===== src/rtl/color_match_judge.sv =====
// Colour-round judge: samples platform/ball colours, waits for a landing, scores hits,
// charges lives on misses or timeouts, and latches game over when lives run out.
module color_match_judge #(
  parameter int unsigned LIVES_INIT = 3,
  parameter int unsigned SCORE_W    = 8,
  parameter int unsigned TIMEOUT    = 1024
) (
  input  logic               clk,
  input  logic               reset,
  input  logic [11:0]        new_color_plats,
  input  logic [2:0]         new_color_ball,
  input  logic               round_start,
  input  logic               land_valid,
  input  logic [1:0]         land_plat,
  output logic [11:0]        cur_plats,
  output logic [2:0]         cur_ball,
  output logic [3:0]         match_mask,
  output logic               reroll,
  output logic               hit,
  output logic               miss,
  output logic               timeout,
  output logic [SCORE_W-1:0] score,
  output logic [3:0]         lives,
  output logic               game_over,
  output logic               armed
);

  localparam int unsigned TimerW = (TIMEOUT > 2) ? $clog2(TIMEOUT) : 1;
  localparam logic [TimerW-1:0] TimerLast = TimerW'(TIMEOUT - 1);
  localparam logic [SCORE_W-1:0] ScoreMax = '1;
  localparam logic [3:0] LivesInit = 4'(LIVES_INIT);

  typedef enum logic [2:0] {
    StIdle   = 3'd0,
    StSample = 3'd1,
    StArmed  = 3'd2,
    StResult = 3'd3,
    StOver   = 3'd4
  } state_e;

  state_e              state_q, state_d;
  logic [11:0]         cur_plats_q, cur_plats_d;
  logic [2:0]          cur_ball_q, cur_ball_d;
  logic [3:0]          match_mask_q, match_mask_d;
  logic [TimerW-1:0]   timer_q, timer_d;
  logic [SCORE_W-1:0]  score_q, score_d;
  logic [3:0]          lives_q, lives_d;
  logic                reroll_q, reroll_d;
  logic                hit_q, hit_d;
  logic                miss_q, miss_d;
  logic                timeout_q, timeout_d;
  logic                game_over_q, game_over_d;
  logic                armed_q, armed_d;
  logic [3:0]          in_mask;

  always_comb begin
    in_mask = '0;
    for (int k = 0; k < 4; k++) begin
      in_mask[k] = (new_color_plats[3*k +: 3] == new_color_ball);
    end
  end

  always_comb begin
    state_d      = state_q;
    cur_plats_d  = cur_plats_q;
    cur_ball_d   = cur_ball_q;
    match_mask_d = match_mask_q;
    timer_d      = timer_q;
    score_d      = score_q;
    lives_d      = lives_q;
    reroll_d     = 1'b0;
    hit_d        = 1'b0;
    miss_d       = 1'b0;
    timeout_d    = 1'b0;

    unique case (state_q)
      StIdle: begin
        if (round_start) state_d = StSample;
      end
      StSample: begin
        cur_plats_d  = new_color_plats;
        cur_ball_d   = new_color_ball;
        match_mask_d = in_mask;
        if (|in_mask) begin
          state_d = StArmed;
          timer_d = '0;
        end else begin
          reroll_d = 1'b1;
        end
      end
      StArmed: begin
        timer_d = timer_q + 1'b1;
        // A landing in the final timer cycle takes priority over the timeout.
        if (land_valid) begin
          state_d = StResult;
          if (match_mask_q[land_plat]) begin
            hit_d = 1'b1;
            if (score_q != ScoreMax) score_d = score_q + 1'b1;
          end else begin
            miss_d = 1'b1;
            if (lives_q != '0) lives_d = lives_q - 1'b1;
          end
        end else if (timer_q == TimerLast) begin
          state_d   = StResult;
          miss_d    = 1'b1;
          timeout_d = 1'b1;
          if (lives_q != '0) lives_d = lives_q - 1'b1;
        end
      end
      StResult: begin
        state_d = (lives_q == '0) ? StOver : StIdle;
      end
      StOver: begin
        state_d = StOver;
      end
      default: begin
        state_d = StIdle;
      end
    endcase

    armed_d     = (state_d == StArmed);
    game_over_d = (state_d == StOver);
  end

  always_ff @(posedge clk) begin
    if (reset) begin
      state_q      <= StIdle;
      cur_plats_q  <= '0;
      cur_ball_q   <= '0;
      match_mask_q <= '0;
      timer_q      <= '0;
      score_q      <= '0;
      lives_q      <= LivesInit;
      reroll_q     <= 1'b0;
      hit_q        <= 1'b0;
      miss_q       <= 1'b0;
      timeout_q    <= 1'b0;
      game_over_q  <= 1'b0;
      armed_q      <= 1'b0;
    end else begin
      state_q      <= state_d;
      cur_plats_q  <= cur_plats_d;
      cur_ball_q   <= cur_ball_d;
      match_mask_q <= match_mask_d;
      timer_q      <= timer_d;
      score_q      <= score_d;
      lives_q      <= lives_d;
      reroll_q     <= reroll_d;
      hit_q        <= hit_d;
      miss_q       <= miss_d;
      timeout_q    <= timeout_d;
      game_over_q  <= game_over_d;
      armed_q      <= armed_d;
    end
  end

  assign cur_plats  = cur_plats_q;
  assign cur_ball   = cur_ball_q;
  assign match_mask = match_mask_q;
  assign reroll     = reroll_q;
  assign hit        = hit_q;
  assign miss       = miss_q;
  assign timeout    = timeout_q;
  assign score      = score_q;
  assign lives      = lives_q;
  assign game_over  = game_over_q;
  assign armed      = armed_q;

endmodule


===== config.mk =====
export PLATFORM = sky130hd
export DESIGN_NAME = color_match_judge
export DESIGN_NICKNAME = d
export VERILOG_FILES = /design/src/rtl/color_match_judge.sv
export SDC_FILE = /design/constraint.sdc
export NUM_CORES = 1
export LEC_CHECK = 0
export CAP_MARGIN = 20
export CORE_MARGIN = 5
export CORE_UTILIZATION = 35
export DETAILED_ROUTE_END_ITERATION = 6
export SLEW_MARGIN = 20
export SYNTH_ARGS = -nofsm -noshare
export SYNTH_HDL_FRONTEND = slang
export SYNTH_SLANG_ARGS = --single-unit

===== constraint.sdc =====
create_clock -name clk -period 2 [get_ports clk]
set_clock_uncertainty 0.2 [all_clocks]
set_input_delay 0.4 -clock clk [delete_from_list [all_inputs] [get_ports clk]]
set_output_delay 0.4 -clock clk [all_outputs]
set_load 0.05 [all_outputs]

# After elaboration in Yosys (flattened, before gate mapping)

Index checks and enable logic that the tools add are counted.

Bits in registers: 50
Bits of input ports: 21
Output and inout bits: 37
Word-level logic and storage cells: 66

Add/sub/neg operators: 3
Magnitude comparators: 1
Equality and inequality tests: 14
Multiplexer cells: 19
Bitwise logic cells: 3
Reduce and logical (&&, ||, !) cells: 13

Operators by type and width:

| kind                  | number |
|---|---|
| $pmux 10 s2           | 1 |
| $mux 4                | 4 |
| $mux 3                | 5 |
| $pmux 3 s5            | 1 |
| $eq 3x3->1            | 4 |
| $add 10x1->10 const B | 1 |
| $eq 10x10->1 const B  | 1 |
| $mux 10               | 1 |
| $eq 3x2->1 const B    | 3 |
| $add 8x1->8 const B   | 1 |
| $ne 8x8->1 const B    | 1 |
| $eq 3x3->1 const B    | 2 |
| $mux 1                | 6 |
| $reduce_or 3->1       | 2 |
| $logic_not 4->1       | 1 |
| $ne 2x2->1 const B    | 2 |
| $reduce_and 4->1      | 1 |
| $reduce_bool 2->1     | 2 |
| $reduce_bool 4->1     | 1 |
| $reduce_or 2->1       | 2 |
| $reduce_or 4->1       | 1 |
| $sub 4x1->4 const B   | 1 |
| $eq 3x1->1 const B    | 1 |
| $logic_not 3->1       | 1 |
| other kinds (5)       | 7 |

# Longest topological paths before layout

Depth after elaboration: 5
Depth in mapped cells: 7

# Worst setup path before layout

No wires, ideal clock.

Kind: register to register
From: register lives_q[0] (netlist: lives[0])
To: register lives_q[1] (netlist: lives[1])
Setup time: 0.123 ns
Data arrival time: 1.752 ns
Slack: -0.075 ns
Cell stages (with the launch flop): 8
Buffers on the path: 0
Clock period less this slack: 2.075 ns
Cells stage by stage: dfxtp_1 -> inv_1 -> ha_1 -> nor3b_1 -> nor2_1 -> o21ai_1 -> mux2i_1 -> or2_2

Cells in the longest elaborated chain, start to end: 4
Elaborated cells between the ends (all ways): 6
Classes of those cells: add/sub: 1; mux: 4; reduce/logical: 1

RTL lines:

| what                                             | line     | text |
|---|---|---|
| start, declared                                  | 47       | `logic [3:0] lives_q, lives_d;` |
| start signal, assigned                           | 133      | `lives_q <= LivesInit;` |
| start signal, assigned                           | 147      | `lives_q <= lives_d;` |
| $sub 4x1->4 or $reduce_bool 4->1 (tied branches) | 101, 107 |  |
| $mux 4 *                                         | 101, 107 |  |
| $mux 4, on equally long branches                 | 103, 96  |  |
| $mux 4 *                                         | 94       | `if (land_valid) begin` |

Every way passes the cells marked *; elsewhere a longest branch is shown, timed or not. The select of a mux whose other input is x is not followed.
A chain may end at the register's enable or synchronous reset.

# Worst setup path after layout

From: input port new_color_plats[6]
To: register timer_q[0]

Cells in the longest elaborated chain, start to end: 4

RTL lines:

| what                              | line | text |
|---|---|---|
| start, declared                   | 10   | `input logic [11:0] new_color_plats,` |
| $eq 3x3->1                        | 59   | `in_mask[k] = (new_color_plats[3*k +: 3] == new_color_ball);` |
| $reduce_or 4->1                   | 84   | `if (\|in_mask) begin` |
| $ne 2x2->1 (no source line)       | -    |  |
| $reduce_and 2->1 (no source line) | -    |  |
| end signal, assigned              | 145  | `timer_q <= timer_d;` |
| end, declared                     | 45   | `logic [TimerW-1:0] timer_q, timer_d;` |

No other way between the ends.

==> reports/qor.yml <==
hold_start: "new_color_plats[2]"
core_area_sq_mm: 0.00631
port_buffers: 57
layout.cells.most_common_list: "buf_4 (68), nand2_1 (46), dfxtp_1 (41)"
synth_nets: 288
p_per_area_mw_per_mm2: 688
synth_area_leaders: "dfxtp_1 (44%), nand2_1 (7.7%), xor2_1 (6.6%)"
holdPathStages: 3
ys_warn_count: 0
placed_cell_area_sq_mm: 0.00300
firstDrtPassIters: 4
p_leak_nw: 1.32
worstSkewPairLatency_ps: 300
peakVddDrop_uv: 354
setup_violations: 0
worstPathArrival_ps: 1900
ant_nets: 0
die_area_sq_mm: 0.00814
cp-end-kind: "flip-flop"
crit_type: "in2reg"
grt_pass1_vias: 2034
final_util_pct: 51.1
dieHeight_um: 90.2
totalWireLength_um: 5590
clockRootBuffer: "clkbuf_8"
max_slew_margin_pct: 70.7
status: "completed"
cts_tree: "done"
drive_above_1_share_pct: 32.8
min_to: "cur_plats[2]"
grt_pass1_wl_um: 9430
r2r_cells: 6
synth_edf_count: 0
cts.htree.levels: 2
area_growth_pct: 43.2
die_w_um: 90.2
io_pins: 58
num_rows: 29
track_usage_pct: 13.8
vias: 2072
fin_area_sq_mm: 0.00323
hold_buffers: 0
viasPerCell: 4.92
max-cap-violations: 0
mostFrequentLayoutCell: "buf_4"
nFillCells: 625
cts.path.max_buffers: 2
fin_nets: 367
grt-ovfl-total: 0
finalMaxSlewViolations: 0
drt-initial-drc-count: 103
clkSlewWorstSetupHoldPaths_ps: 90
dp_slack_ps: -504
regToRegStartpoint: "state_q[0]"
syn_inst: 264
min_period_over_period_pct: 95.7
hold_viol: 0
syn_area_per_cell_sq_um: 8.53
drc: 0
routedWlPerCell_um: 13.3
rrSetupSlack_ps: 120
worstReg2RegEnd: "state_q[0]"
worst_pin_slew_ps: 440
critPathLaunch: "new_color_plats[6]"
period_minus_slack_ps: 1910
synth_top_area_share_pct: 44.4
cp_max_fo: 4
crit_required_ps: 1990
cts_buffers: 5
hold_path.class: "in2reg"
ys_types: 41
fmax_mhz: 522
dp_hpwl_um: 4220
synth_ff_type: "dfxtp_1"
async_reset_ff_share_pct: 0
synth-seq-cells: 50
grt_max_degree: 21
post_cts_buffers: 0
rsz0062_at_grt: "yes"
start_util_pct: 35.7
syn_area_sq_mm: 0.00225
seq_area_frac_synth_pct: 44.4
globalplace.congestion: 0.821
yosysTopAreaCell: "dfxtp_1"
clock_sinks: 50
antenna_found_initial: 0
critPathLaunchType: "primary input"
diodes: 0
fin_ws_ps: 85.4
==> what timing repair did <==
item	CTS	global route
pin swaps	4	3
resized for setup	15	16
endpoints found under the setup margin	24	9
==> worst max-delay path, stage by stage <==
cell             delay, ps
clkdlybuf4s50_1        450
xor2_1                 170
nor3_2                 310
o41ai_2                110
buf_4                  170
buf_4                  130
nand4b_1                80
o21ai_0                 70
==> routing by layer <==
metal  global-route usage [%]  share of wire (%)  up-vias
li1                         -                  -     1050
met1                     17.2                 44      974
met2                     23.0                 49       42
met3                     3.51                5.3        6
met4                     4.47                1.4        0
met5                        0                  0        -
==> stage by stage <==
stage / power [W] / hold slack (ps) / std cells / setup TNS (ps)
6_report: 0.00222 / 204 / 421 / 0
4_1_cts: 0.00224 / 264 / 421 / 0
5_1_grt: 0.00232 / 193 / 421 / -48.0
2_1_floorplan: 0.00135 / 264 / 264 / 0
3_5_place_dp: 0.00153 / 251 / 413 / -11660
3_3_place_gp: 0.00152 / 246 / 413 / -11100
==> flip-flops by register name, summed over array words and instances (netlist names), 3 cells and up <==
name and count:
cur_ball 3, timer_q 10, match_mask 4, score 8
lives 4, cur_plats 12, state_q 3
==> final cells by class <==
| type | instances | area [sq um] | area share (%) |
|---|---|---|---|
| clock buffer | 5 | 68.8 | 2.13 |
| timing repair buffer | 88 | 723 | 22.4 |
| sequential | 50 | 1010 | 31.4 |
| inverter | 7 | 26.3 | 0.815 |
| multi-input combinational | 191 | 1260 | 39.0 |
| clock inverter | 3 | 40.0 | 1.24 |
| tap | 77 | 96.3 | 2.99 |
==> cell families (layout without fill, tap and decap cells) <==
kind of cell | Yosys count | after routing | synth area share, %
mux | 4 | 4 | 2.33
compound gates | 44 | 44 | 11.7
buf+inv | 23 | 103 | 4.61
fa+ha+maj | 3 | 3 | 1.67
flops | 50 | 50 | 44.4
simple gates | 116 | 116 | 25.9
xor+xnor | 24 | 24 | 9.33
==> report_power, final <==
group	switching, W	total [W]	internal (W)
logic	0.000282	0.000464	0.000182
registers	0.0000191	0.00105	0.00103
clock network	0.000335	0.000704	0.000369
total	0.000636	0.00222	0.00158
==> Yosys cell counts (3+ instances only) <==
| cell | n |
|---|---|
| dfxtp_1 | 50 |
| nand2_1 | 46 |
| a21oi_1 | 29 |
| nor2_1 | 21 |
| xor2_1 | 17 |
| clkbuf_1 | 9 |
| nor3_1 | 9 |
| inv_1 | 7 |
| o21ai_0 | 7 |
| xnor2_1 | 7 |
| nand4_1 | 6 |
| buf_2 | 5 |
| nand3_1 | 5 |
| or3_1 | 5 |
| nor4_1 | 4 |
| ha_1 | 3 |
| mux2i_1 | 3 |
| nand2b_1 | 3 |
==> worst max-delay path by stage <==
stage	cells after the start	endpoint	slack (ps)
after floorplan	7	armed	20
after global placement	6	armed	-580
after detailed placement	6	lives[2]	-500
after CTS	7	state_q[0]	20
after global routing	7	state_q[0]	-50
final	8	timer_q[0]	90
Power figures use the tool's default switching activity.
